<file path="src/rtl/seg7_pkg.sv">
// seg7_pkg: shared constants for the 7-segment encoder/decoder pair.
//   - segment bit positions within a {a,b,c,d,e,f,g} bus (a = MSB)
//   - SEG_HEX_0..SEG_HEX_F active-high glyph patterns
//   - scan decoder FSM state encoding
package seg7_pkg;

    localparam int unsigned SEG_W = 7;

    localparam int unsigned SEG_A = 6;
    localparam int unsigned SEG_B = 5;
    localparam int unsigned SEG_C = 4;
    localparam int unsigned SEG_D = 3;
    localparam int unsigned SEG_E = 2;
    localparam int unsigned SEG_F = 1;
    localparam int unsigned SEG_G = 0;

    localparam logic [SEG_W-1:0] SEG_HEX_0 = 7'h7E;
    localparam logic [SEG_W-1:0] SEG_HEX_1 = 7'h30;
    localparam logic [SEG_W-1:0] SEG_HEX_2 = 7'h6D;
    localparam logic [SEG_W-1:0] SEG_HEX_3 = 7'h79;
    localparam logic [SEG_W-1:0] SEG_HEX_4 = 7'h33;
    localparam logic [SEG_W-1:0] SEG_HEX_5 = 7'h5B;
    localparam logic [SEG_W-1:0] SEG_HEX_6 = 7'h5F;
    localparam logic [SEG_W-1:0] SEG_HEX_7 = 7'h70;
    localparam logic [SEG_W-1:0] SEG_HEX_8 = 7'h7F;
    localparam logic [SEG_W-1:0] SEG_HEX_9 = 7'h7B;
    localparam logic [SEG_W-1:0] SEG_HEX_A = 7'h77;
    localparam logic [SEG_W-1:0] SEG_HEX_B = 7'h1F;
    localparam logic [SEG_W-1:0] SEG_HEX_C = 7'h4E;
    localparam logic [SEG_W-1:0] SEG_HEX_D = 7'h3D;
    localparam logic [SEG_W-1:0] SEG_HEX_E = 7'h4F;
    localparam logic [SEG_W-1:0] SEG_HEX_F = 7'h47;

    typedef enum logic {
        ST_IDLE    = 1'b0,
        ST_COLLECT = 1'b1
    } state_e;

endpackage

</file>
<file path="src/rtl/seg7_scan_decoder_if.sv">
// seg7_scan_decoder_if: display bus plus decoded-frame outputs.
//   seg         - segment lines {a..g}, active-high
//   an          - digit enables, active-low one-hot
//   value       - last completed frame, digit i in value[4i+3:4i]
//   frame_valid - one-cycle strobe when value updates
//   digit_err   - per-digit unrecognised-pattern flags of last frame
//   frame_abort - one-cycle strobe when a partial frame is dropped
// master: display side / observer. slave: the scan decoder.
interface seg7_scan_decoder_if #(
    parameter int unsigned NUM_DIGITS = 4
);
    logic [6:0]              seg;
    logic [NUM_DIGITS-1:0]   an;
    logic [4*NUM_DIGITS-1:0] value;
    logic                    frame_valid;
    logic [NUM_DIGITS-1:0]   digit_err;
    logic                    frame_abort;

    modport master (
        output seg, an,
        input  value, frame_valid, digit_err, frame_abort
    );

    modport slave (
        input  seg, an,
        output value, frame_valid, digit_err, frame_abort
    );
endinterface

</file>
<file path="src/rtl/seg7_to_hex.sv">
// seg7_to_hex: combinational 7-segment pattern to hex nibble decoder.
//   seg   - pattern {a,b,c,d,e,f,g}, active-high
//   hex   - decoded nibble (0 for unrecognised patterns)
//   valid - 1 when seg matches one of the 16 glyphs
module seg7_to_hex
    import seg7_pkg::*;
(
    input  logic [SEG_W-1:0] seg,
    output logic [3:0]       hex,
    output logic             valid
);

    always_comb begin
        hex   = '0;
        valid = 1'b1;
        case (seg)
            SEG_HEX_0: hex = 4'h0;
            SEG_HEX_1: hex = 4'h1;
            SEG_HEX_2: hex = 4'h2;
            SEG_HEX_3: hex = 4'h3;
            SEG_HEX_4: hex = 4'h4;
            SEG_HEX_5: hex = 4'h5;
            SEG_HEX_6: hex = 4'h6;
            SEG_HEX_7: hex = 4'h7;
            SEG_HEX_8: hex = 4'h8;
            SEG_HEX_9: hex = 4'h9;
            SEG_HEX_A: hex = 4'hA;
            SEG_HEX_B: hex = 4'hB;
            SEG_HEX_C: hex = 4'hC;
            SEG_HEX_D: hex = 4'hD;
            SEG_HEX_E: hex = 4'hE;
            SEG_HEX_F: hex = 4'hF;
            default:   valid = 1'b0;
        endcase
    end

endmodule

</file>
<file path="src/rtl/seg7_scan_decoder.sv">
// seg7_scan_decoder: monitors a multiplexed common-anode display bus,
// waits for each digit to settle, decodes it and assembles frames in
// digit order 0..NUM_DIGITS-1.
//   clk   - system clock, rising edge
//   rst_n - asynchronous active-low reset
//   bus   - slave modport: seg/an in; value, frame_valid, digit_err,
//           frame_abort out
module seg7_scan_decoder
    import seg7_pkg::*;
#(
    parameter int unsigned NUM_DIGITS    = 4,
    parameter int unsigned STABLE_CYCLES = 4
) (
    input  logic               clk,
    input  logic               rst_n,
    seg7_scan_decoder_if.slave bus
);

    localparam int unsigned SW  = NUM_DIGITS + SEG_W;
    localparam int unsigned CW  = $clog2(STABLE_CYCLES + 1);
    localparam int unsigned EW  = $clog2(NUM_DIGITS);
    localparam int unsigned LCW = $clog2(NUM_DIGITS + 1);
    localparam int unsigned VW  = 4 * NUM_DIGITS;

    localparam logic [CW-1:0] CNT_MAX = CW'(STABLE_CYCLES);
    localparam logic [EW-1:0] LAST_K  = EW'(NUM_DIGITS - 1);

    state_e          state_q, state_d;
    logic [SW-1:0]   sample_q, sample_d;
    logic [CW-1:0]   run_q, run_d;
    logic            capture_q, capture_d;
    logic [EW-1:0]   expect_q, expect_d;
    logic [VW-1:0]   shadow_q, shadow_d;
    logic [NUM_DIGITS-1:0] shadow_err_q, shadow_err_d;
    logic [VW-1:0]   value_q, value_d;
    logic [NUM_DIGITS-1:0] digit_err_q, digit_err_d;
    logic            frame_valid_q, frame_valid_d;
    logic            frame_abort_q, frame_abort_d;

    logic [SW-1:0]   pins;
    logic            changed;
    logic [NUM_DIGITS-1:0] an_s;
    logic [SEG_W-1:0] seg_s;
    logic [LCW-1:0]  low_cnt;
    logic [EW-1:0]   k;
    logic            blank;
    logic            cap_digit;
    logic            cap_bad;
    logic [3:0]      hex;
    logic            hex_ok;
    logic [VW-1:0]   shadow_ins, shadow_fresh;
    logic [NUM_DIGITS-1:0] err_ins, err_fresh;

    assign pins = {bus.an, bus.seg};

    // Input stage. The capture is registered so the FSM acts on it one
    // edge later, using the still-stable sample.
    always_comb begin
        changed  = (pins != sample_q);
        sample_d = pins;
        if (changed) begin
            run_d = CW'(1);
        end else if (run_q != CNT_MAX) begin
            run_d = run_q + 1'b1;
        end else begin
            run_d = run_q;
        end
        capture_d = (run_d == CNT_MAX) && (changed || (run_q != CNT_MAX));
    end

    // Classification of the sampled anodes.
    always_comb begin
        an_s  = sample_q[SW-1 -: NUM_DIGITS];
        seg_s = {sample_q[SEG_A], sample_q[SEG_B], sample_q[SEG_C],
                 sample_q[SEG_D], sample_q[SEG_E], sample_q[SEG_F],
                 sample_q[SEG_G]};
        low_cnt = '0;
        k       = '0;
        for (int unsigned i = 0; i < NUM_DIGITS; i++) begin
            if (!an_s[i]) begin
                low_cnt = low_cnt + 1'b1;
                k       = EW'(i);
            end
        end
        blank     = &an_s;
        cap_digit = capture_q && (low_cnt == LCW'(1));
        cap_bad   = capture_q && !blank && (low_cnt != LCW'(1));
    end

    seg7_to_hex u_to_hex (
        .seg   (seg_s),
        .hex   (hex),
        .valid (hex_ok)
    );

    always_ff @(posedge clk or negedge rst_n) begin
        if (!rst_n) begin
            state_q       <= ST_IDLE;
            sample_q      <= '0;
            run_q         <= '0;
            capture_q     <= 1'b0;
            expect_q      <= '0;
            shadow_q      <= '0;
            shadow_err_q  <= '0;
            value_q       <= '0;
            digit_err_q   <= '0;
            frame_valid_q <= 1'b0;
            frame_abort_q <= 1'b0;
        end else begin
            state_q       <= state_d;
            sample_q      <= sample_d;
            run_q         <= run_d;
            capture_q     <= capture_d;
            expect_q      <= expect_d;
            shadow_q      <= shadow_d;
            shadow_err_q  <= shadow_err_d;
            value_q       <= value_d;
            digit_err_q   <= digit_err_d;
            frame_valid_q <= frame_valid_d;
            frame_abort_q <= frame_abort_d;
        end
    end

    always_comb begin
        state_d = state_q;
        case (state_q)
            ST_IDLE: begin
                if (cap_digit && (k == '0)) begin
                    state_d = ST_COLLECT;
                end
            end
            ST_COLLECT: begin
                if (cap_digit && (k == expect_q)) begin
                    if (k == LAST_K) begin
                        state_d = ST_IDLE;
                    end
                end else if (cap_digit && (k == '0)) begin
                    state_d = ST_COLLECT;
                end else if (cap_digit || cap_bad) begin
                    state_d = ST_IDLE;
                end
            end
            default: state_d = ST_IDLE;
        endcase
    end

    always_comb begin
        shadow_ins            = shadow_q;
        shadow_ins[{k, 2'b00} +: 4] = hex;
        err_ins               = shadow_err_q;
        err_ins[k]            = !hex_ok;
        shadow_fresh          = '0;
        shadow_fresh[3:0]     = hex;
        err_fresh             = '0;
        err_fresh[0]          = !hex_ok;

        shadow_d      = shadow_q;
        shadow_err_d  = shadow_err_q;
        expect_d      = expect_q;
        value_d       = value_q;
        digit_err_d   = digit_err_q;
        frame_valid_d = 1'b0;
        frame_abort_d = 1'b0;

        case (state_q)
            ST_IDLE: begin
                if (cap_digit && (k == '0)) begin
                    shadow_d     = shadow_fresh;
                    shadow_err_d = err_fresh;
                    expect_d     = EW'(1);
                end
            end
            ST_COLLECT: begin
                if (cap_digit && (k == expect_q)) begin
                    if (k == LAST_K) begin
                        value_d       = shadow_ins;
                        digit_err_d   = err_ins;
                        frame_valid_d = 1'b1;
                        shadow_d      = '0;
                        shadow_err_d  = '0;
                        expect_d      = '0;
                    end else begin
                        shadow_d     = shadow_ins;
                        shadow_err_d = err_ins;
                        expect_d     = expect_q + 1'b1;
                    end
                end else if (cap_digit || cap_bad) begin
                    frame_abort_d = 1'b1;
                    if (cap_digit && (k == '0)) begin
                        shadow_d     = shadow_fresh;
                        shadow_err_d = err_fresh;
                        expect_d     = EW'(1);
                    end else begin
                        shadow_d     = '0;
                        shadow_err_d = '0;
                        expect_d     = '0;
                    end
                end
            end
            default: ;
        endcase
    end

    assign bus.value       = value_q;
    assign bus.digit_err   = digit_err_q;
    assign bus.frame_valid = frame_valid_q;
    assign bus.frame_abort = frame_abort_q;

endmodule

</file>
<file path="src/flat_wrapper.sv">
// flat-port wrapper written by rule: the top's interface ports become plain ports
module seg7_scan_decoder_flat import seg7_pkg::*;
#(
    parameter int unsigned NUM_DIGITS    = 4,
    parameter int unsigned STABLE_CYCLES = 4
)
  (clk, rst_n, bus_seg, bus_an, bus_value, bus_frame_valid, bus_digit_err, bus_frame_abort);
  seg7_scan_decoder_if #(.NUM_DIGITS(NUM_DIGITS)) bus_i ();
  input  logic clk;
  input  logic rst_n;
  input wire logic [$bits(bus_i.seg)-1:0] bus_seg;
  input wire logic [$bits(bus_i.an)-1:0] bus_an;
  output wire logic [$bits(bus_i.value)-1:0] bus_value;
  output wire logic [$bits(bus_i.frame_valid)-1:0] bus_frame_valid;
  output wire logic [$bits(bus_i.digit_err)-1:0] bus_digit_err;
  output wire logic [$bits(bus_i.frame_abort)-1:0] bus_frame_abort;
  assign bus_i.seg = bus_seg;
  assign bus_i.an = bus_an;
  assign bus_value = bus_i.value;
  assign bus_frame_valid = bus_i.frame_valid;
  assign bus_digit_err = bus_i.digit_err;
  assign bus_frame_abort = bus_i.frame_abort;
  seg7_scan_decoder #(.NUM_DIGITS(NUM_DIGITS), .STABLE_CYCLES(STABLE_CYCLES)) u_core (.clk(clk), .rst_n(rst_n), .bus(bus_i));
endmodule
</file>
<file path="config.mk">
export PLATFORM = sky130hd
export DESIGN_NAME = seg7_scan_decoder_flat
export DESIGN_NICKNAME = d
export VERILOG_FILES = /design/src/rtl/seg7_pkg.sv /design/src/rtl/seg7_scan_decoder_if.sv /design/src/rtl/seg7_to_hex.sv /design/src/rtl/seg7_scan_decoder.sv /design/src/flat_wrapper.sv
export SDC_FILE = /design/constraint.sdc
export NUM_CORES = 1
export LEC_CHECK = 0
export ABC_AREA = 1
export CAP_MARGIN = 0
export CELL_PAD_IN_SITES_DETAIL_PLACEMENT = 2
export CELL_PAD_IN_SITES_GLOBAL_PLACEMENT = 2
export CORE_UTILIZATION = 29
export CTS_CLUSTER_DIAMETER = 60
export DETAILED_ROUTE_END_ITERATION = 12
export PLACE_DENSITY = 0.76
export SYNTH_ARGS = -nofsm -noshare
export SYNTH_HDL_FRONTEND = slang
export SYNTH_HIERARCHICAL = 1
export SYNTH_SLANG_ARGS = --single-unit
</file>
<file path="constraint.sdc">
create_clock -name clk -period 2.5 [get_ports clk]
set_clock_uncertainty 0.1 [all_clocks]
set_input_delay 0.25 -clock clk [delete_from_list [all_inputs] [get_ports clk]]
set_output_delay 0.25 -clock clk [all_outputs]
set_load 0.05 [all_outputs]
</file>
==> results.ini, run 1 <==
[sta]
finalSetupViolCount=0
tightest_slew_ns=0.672
setup_tns_ns=0
period_minus_slack_ns=2.47
rsz0062_at_grt=true
max_slew_margin_pct=55.2
finalCritPeriodShare_pct=99.0
fin_ws_ns=0.0253
drv_slew=0
finalHoldViolations=0
maxClockFrequency_mhz=404

[floorplanning]
fp.dieW_um=104
pin_count=35
start_util_pct=30.3
row_count=36
dieArea_sq_um=10700
core_area_sq_um=9860
fp.dieH_um=104

[placed_design]
dp_slack_ns=-0.0326
portBuffers=34
dp_hpwl_um=6460
gp_congestion=0.817

[synth]
synthMuxAreaShare_pct=0
yosys.area_share.xor_xnor_pct=2.63
synth-compound-area-share_pct=6.36
synthesis.area_sq_um=2990
syn_inst=395
synth_seq_cells=55
ys_seq_area_share_pct=46.0
synth.avg_cell_area_sq_um=7.57
synthAdderAreaFrac_pct=2.51
syn-num-nets=414
synth.top_cell.area_share_pct=46.0
ys_warn_count=6
yosys.area_share.simple_pct=35.4
ys_top_cells_by_area=dfrtp_1, nand2_1, inv_1
synth_top_area_cell=dfrtp_1
ys_types=34
synth_top_family_by_area=simple AND/OR/NAND/NOR gates

[job]
drv_cap=0

[worst_setup_path]
path_buf_inv=5
crit_top_cell=nand2_2
required_ns=2.65
cpPeakStageDelay_ns=0.42
critPathMaxFanout=8
critical_path_class=flop to flop
crit_family=simple AND/OR/NAND/NOR gates
crit_chain=inv_2 -> ha_4 -> inv_2 -> nand2_2 -> nand2_2 -> inv_2 -> ha_4 -> nor2_4 -> nand2_2 -> o21ai_4 -> nand3_4 -> nor2_8 -> nand2_4 -> nor2_8 -> buf_12 -> buf_12 -> nand2_2 -> nand2_1
cp-start-kind=flop
crit_slowest_cell=dfrtp_1
cp-end-kind=flop
arrival_ns=2.63

[detailed_routing]
via_per_inst=4.69
final_antenna_net_count=0
wl_per_cell_um=16.0
vias=2746
routed_wl_um=9360
drc=0
drt_iter0_drc=68
dr.pass1.iters=3

[power]
finalPower_uw=1630
power_density_nw_per_um2=415
ir_worst_vdd_mv=0.182
leakage_uw=0.00204

[cts]
htreeDepth=2
clock_latency_ns=0.31
cts_buffer_depth=2
cts_sinks=55
numCtsBuffers=5
clkTransAtPathRegs_ns=0.10
cts_tree=built
cts-root-buf=clkbuf_8

[finish]
num_antenna_cells=0
num-nets-final=470
drive_gt1_share_pct=18.1
area_growth_pct=31.4

[global_route]
grt_pass1_vias=2977
grt_max_degree=30
track_usage_pct=16.9
grt-ovfl-total=0
grt_pass1_wl_um=14600
antenna_found_initial=0

[status]
outcome=complete, no violations

[hold_path]
hold_class=primary input to flop

## flip-flops by register name, summed over array words and instances, names as in the netlist, 2 cells and up
signal / flops
u_core/bus.value: 16
u_core/shadow_q: 12
u_core/sample_q: 11
u_core/bus.digit_err: 4
u_core/run_q: 3
u_core/shadow_err_q: 3
u_core/expect_q: 2
## report_power, final
group / switching, uW / internal (uW)
combinational: 120 / 75.8
clock: 320 / 203
sequential: 16.9 / 898
## per-stage QoR
stage	area [sq um]	instances	utilization (%)	hold slack [ns]
after floorplan	3010	395	-	-0.146
after global placement	3550	565	36.0	0.219
after CTS	3660	574	37.1	0.294
after global routing	3930	585	39.9	0.307
after detailed placement	3550	565	36.0	0.231
final	3930	585	39.9	0.301
## final timing paths
check | from | endpoint | slack, ns | depth (start not counted)
setup / recovery | u_core/sample_q[8]$_DFF_PN0_ | u_core/bus.value[5]$_DFFE_PN0P_ | 0.03 | 18
hold / removal | bus_seg[0] | u_core/sample_q[0]$_DFF_PN0_ | 0.30 | 1
setup reg to reg | u_core/sample_q[8]$_DFF_PN0_ | u_core/bus.value[5]$_DFFE_PN0P_ | 0.03 | 18
hold reg to reg | u_core/bus.value[10]$_DFFE_PN0P_ | u_core/bus.value[10]$_DFFE_PN0P_ | 0.38 | 2
max in group asynchronous | rst_n | u_core/sample_q[7]$_DFF_PN0_ | 1.31 | 3
min in group asynchronous | rst_n | u_core/bus.digit_err[0]$_DFFE_PN0P_ | 0.40 | 2
## metal layers
layer	part of all wire, %	GRT usage [%]	up-vias
li1	-	-	1346
met1	46	21.3	1373
met2	52	30.5	20
met3	1.3	2.01	7
met4	0.84	4.04	0
met5	0	0	-
## logic make-up after synthesis
logic type                 count (synthesis)
and+or+nand+nor                          244
buffers and inverters                     49
xor gates and xnor gates                   9
adders and majority gates                  6
AOI/OAI and AO/OA                         32
DFF                                       55
## cell type report
type / count / area (sq um)
Clock buffer: 6 / 72.6
Timing Repair inverter: 2 / 17.5
Multi-Input combinational cell: 291 / 1550
Inverter: 42 / 170
Sequential cell: 55 / 1380
Clock inverter: 2 / 17.5
Fill cell: 1127 / 5930
Tap cell: 133 / 166
Timing Repair Buffer: 54 / 558
## synth_stat cells
master	count
nor2_2	1
buf_6	3
inv_2	3
or2_1	1
o21ai_1	1
o21bai_1	1
clkinv_1	2
nor2_1	34
o21ai_2	5
buf_4	1
o211ai_1	1
inv_1	37
o2111ai_1	1
buf_2	2
nor3b_1	1
nand2_2	1
o21ai_0	20
or2_2	4
a21o_1	1
nand3_2	2
nor3_1	5
nand3b_1	1
xor2_1	6
nand3_1	18
dfrtp_1	55
a21oi_1	2
nand2_1	164
nand2_4	1
nor2_8	2
clkbuf_1	1
nand3b_4	1
xnor2_1	3
ha_1	6
nand4_1	8
## cell usage in the layout, fill, tap and decap left out, types with 11 or more instances in the layout
cell	instances
nand2_1	143
dfrtp_1	55
clkdlybuf4s50_1	33
nor2_1	32
inv_1	31
nand3_1	17
nand2_2	15
o21ai_0	15
buf_4	11
## timing repair
item	4_1_cts	5_1_grt
pin swaps	2	21
endpoints found under the hold margin	26	0
gates cloned	0	3
endpoints found under the setup margin	19	39
setup buffers	0	8
hold buffers	1	0
resized for setup	3	51
(Power assumes the default switching activity.)
==> inputs of run 2 (changes only) <==
--- a/config.mk
+++ b/config.mk
@@ -12,6 +12,7 @@
 export CORE_UTILIZATION = 29
 export CTS_CLUSTER_DIAMETER = 60
 export DETAILED_ROUTE_END_ITERATION = 12
+export MAX_ROUTING_LAYER = met4
 export PLACE_DENSITY = 0.76
 export SYNTH_ARGS = -nofsm -noshare
 export SYNTH_HDL_FRONTEND = slang
==> run 2 against run 1 <==
- sequential cell count is the same
- largest cell class unchanged
- hold slack is essentially flat
- combinational power is essentially flat
- first-iteration DRC count grew 4.4%
==> results.ini, run 2 (same netlist as run 1, synthesis figures left out) <==
[worst_setup_path]
reg2reg_from=u_core/sample_q[8]$_DFF_PN0_  ; unchanged
required_ns=2.65  ; about the same
crit_family=simple AND/OR/NAND/NOR gates  ; unchanged
critPathMaxFanout=8  ; unchanged
critical_path_class=flop to flop  ; unchanged
crit_chain=inv_2 -> ha_4 -> inv_2 -> nand2_2 -> nand2_2 -> inv_2 -> ha_4 -> nor2_4 -> nand2_2 -> o21ai_4 -> nand3_4 -> nor2_8 -> nand2_4 -> nor2_8 -> buf_12 -> buf_12 -> nand2_2 -> nand2_1  ; unchanged
crit_top_cell=nand2_2  ; unchanged
cp-end-kind=flop  ; unchanged
cp-start-kind=flop  ; unchanged
arrival_ns=2.62  ; was 2.63 ns
critPathLaunch=u_core/sample_q[8]$_DFF_PN0_  ; unchanged
path_buf_inv=5  ; unchanged
crit_slowest_cell=dfrtp_1  ; unchanged
cpPeakStageDelay_ns=0.42  ; about the same

[finish]
drive_gt1_share_pct=18.1  ; unchanged
fillers=1128  ; was 1127
multiInputGateArea_sq_um=1550  ; about the same
num_antenna_cells=0  ; unchanged
area_growth_pct=31.2  ; was 31.4%
num-nets-final=470  ; unchanged
seqCellArea_sq_um=1380  ; unchanged
largest_reg_flops=16  ; unchanged
final_cell_mix=nand2_1, dfrtp_1, clkdlybuf4s50_1  ; unchanged
final_common_cell=nand2_1  ; unchanged
instances_no_fill=585  ; unchanged

[global_route]
grt_pass1_vias=2982  ; was 2977
grt-ovfl-total=0  ; unchanged
antenna_found_initial=0  ; unchanged
grt_max_degree=30  ; unchanged
track_usage_pct=17.4  ; was 16.9%
grt_pass1_wl_um=14600  ; about the same

[cts]
clkTransAtPathRegs_ns=0.10  ; about the same
clock_latency_ns=0.31  ; about the same
cts-root-buf=clkbuf_8  ; unchanged
cts_buffer_depth=2  ; unchanged
numCtsBuffers=5  ; unchanged
cts_sinks=55  ; unchanged
cts_tree=built  ; unchanged
htreeDepth=2  ; unchanged

[detailed_routing]
wl_per_cell_um=16.0  ; about the same
final_antenna_net_count=0  ; unchanged
via_per_inst=4.71  ; was 4.69
vias=2753  ; was 2746
dr.pass1.iters=4  ; was 3
routed_wl_um=9340  ; was 9360 um
drt_iter0_drc=71  ; was 68
drc=0  ; unchanged

[sta]
rsz0062_at_grt=true  ; unchanged
max_slew_margin_pct=54.3  ; was 55.2%
fin_ws_ns=0.0332  ; was 0.0253 ns
finalCritPeriodShare_pct=98.7  ; was 99.0%
finalSetupViolCount=0  ; unchanged
drv_slew=0  ; unchanged
maxClockFrequency_mhz=405  ; was 404 MHz
finalHoldViolations=0  ; unchanged
period_minus_slack_ns=2.47  ; about the same
tightest_slew_ns=0.686  ; was 0.672 ns

[status]
outcome=complete, no violations  ; unchanged

[job]
drv_cap=0  ; unchanged

[placed_design]
portBuffers=34  ; unchanged
gp_congestion=0.829  ; was 0.817
placed_cells=565  ; unchanged
dp_hpwl_um=6460  ; unchanged
dp_slack_ns=-0.0326  ; unchanged

[floorplanning]
fp.dieH_um=104  ; unchanged
row_count=36  ; unchanged
dieArea_sq_um=10700  ; unchanged
pin_count=35  ; unchanged
fp.dieW_um=104  ; unchanged
core_area_sq_um=9860  ; unchanged
start_util_pct=30.3  ; unchanged

[power]
leakage_uw=0.00204  ; about the same
ir_worst_vdd_mv=0.182  ; about the same
power_density_nw_per_um2=416  ; was 415 nW/um^2

[hold_path]
hold_path.startpoint=bus_seg[0]  ; unchanged
hold_class=primary input to flop  ; unchanged

run 2: cell counts in the layout (fill, tap and decap cells not counted):
Identical to the previous run, type by type.
run 2: through the flow:
| step | TNS (ns) | total power [uW] | hold WS (ns) | util (%) | cell area, sq um |
|---|---|---|---|---|---|
| detailed placement | -0.126 | 1100 | 0.231 | 36.0 | 3550 |
| floorplan | 0 | 1010 | -0.146 | - | 3010 |
| global route | -1.17 | 1710 | 0.307 | 39.8 | 3930 |
| finish | 0 | 1630 | 0.300 | 39.8 | 3930 |
| global placement | 0 | 1090 | 0.219 | 36.0 | 3550 |
| CTS | -0.0200 | 1630 | 0.294 | 37.1 | 3660 |
run 2: routing by layer:
layer  wire length, um  global-route usage (%)  share of wire [%]  up-vias
met3               145                    2.01                1.6        7
met4                73                    4.04               0.78        0
met2              4880                    30.6                 52       24
met1              4240                    21.3                 45     1378
li1                  -                       -                  -     1344
met5                 0                       -                  0        -
run 2: worst reg2reg max path: stages (launching register included):
cell and delay, ns:
dfrtp_1 0.42, inv_2 0.09, ha_4 0.21, inv_2 0.06
nand2_2 0.04, nand2_2 0.08, inv_2 0.05, ha_4 0.21
nor2_4 0.10, nand2_2 0.08, o21ai_4 0.09, nand3_4 0.12
nor2_8 0.11, nand2_4 0.08, nor2_8 0.18, buf_12 0.14
buf_12 0.14, nand2_2 0.05, nand2_1 0.06
run 2: what timing repair did:
item | in CTS | in global routing
setup endpoints to repair | 19 | 39
hold endpoints to repair | 26 | 0
cloned | 0 | 3
pin swaps | 2 | 21
hold buffers | 1 | 0
resized for setup | 3 | 50
buffers inserted | 0 | 8
run 2: path summary, 6_finish.rpt:
kind | end | slack (ns) | cells after the start
max in group asynchronous | u_core/sample_q[4]$_DFF_PN0_ | 1.29 | 3
worst max register to register | u_core/bus.value[5]$_DFFE_PN0P_ | 0.03 | 18
min in group asynchronous | u_core/bus.digit_err[0]$_DFFE_PN0P_ | 0.40 | 2
worst min-delay path | u_core/sample_q[0]$_DFF_PN0_ | 0.30 | 1
worst max-delay path | u_core/bus.value[5]$_DFFE_PN0P_ | 0.03 | 18
worst min register to register | u_core/bus.value[10]$_DFFE_PN0P_ | 0.38 | 2
run 2: area by class of cell:
class / instances / area share (%)
clock buffers: 6 / 1.85
repair inverters: 2 / 0.446
well taps: 133 / 4.24
repair buffers: 54 / 14.2
multi-input cells: 291 / 39.4
flip-flops and latches: 55 / 35.1
clock inverters: 2 / 0.446
inverters: 42 / 4.33
run 2: report_power, final:
part	internal, uW	leakage, uW	switching (uW)
Sequential	898	0.000738	17.0
Clock	203	0.0000454	319
Combinational	75.8	0.00126	121
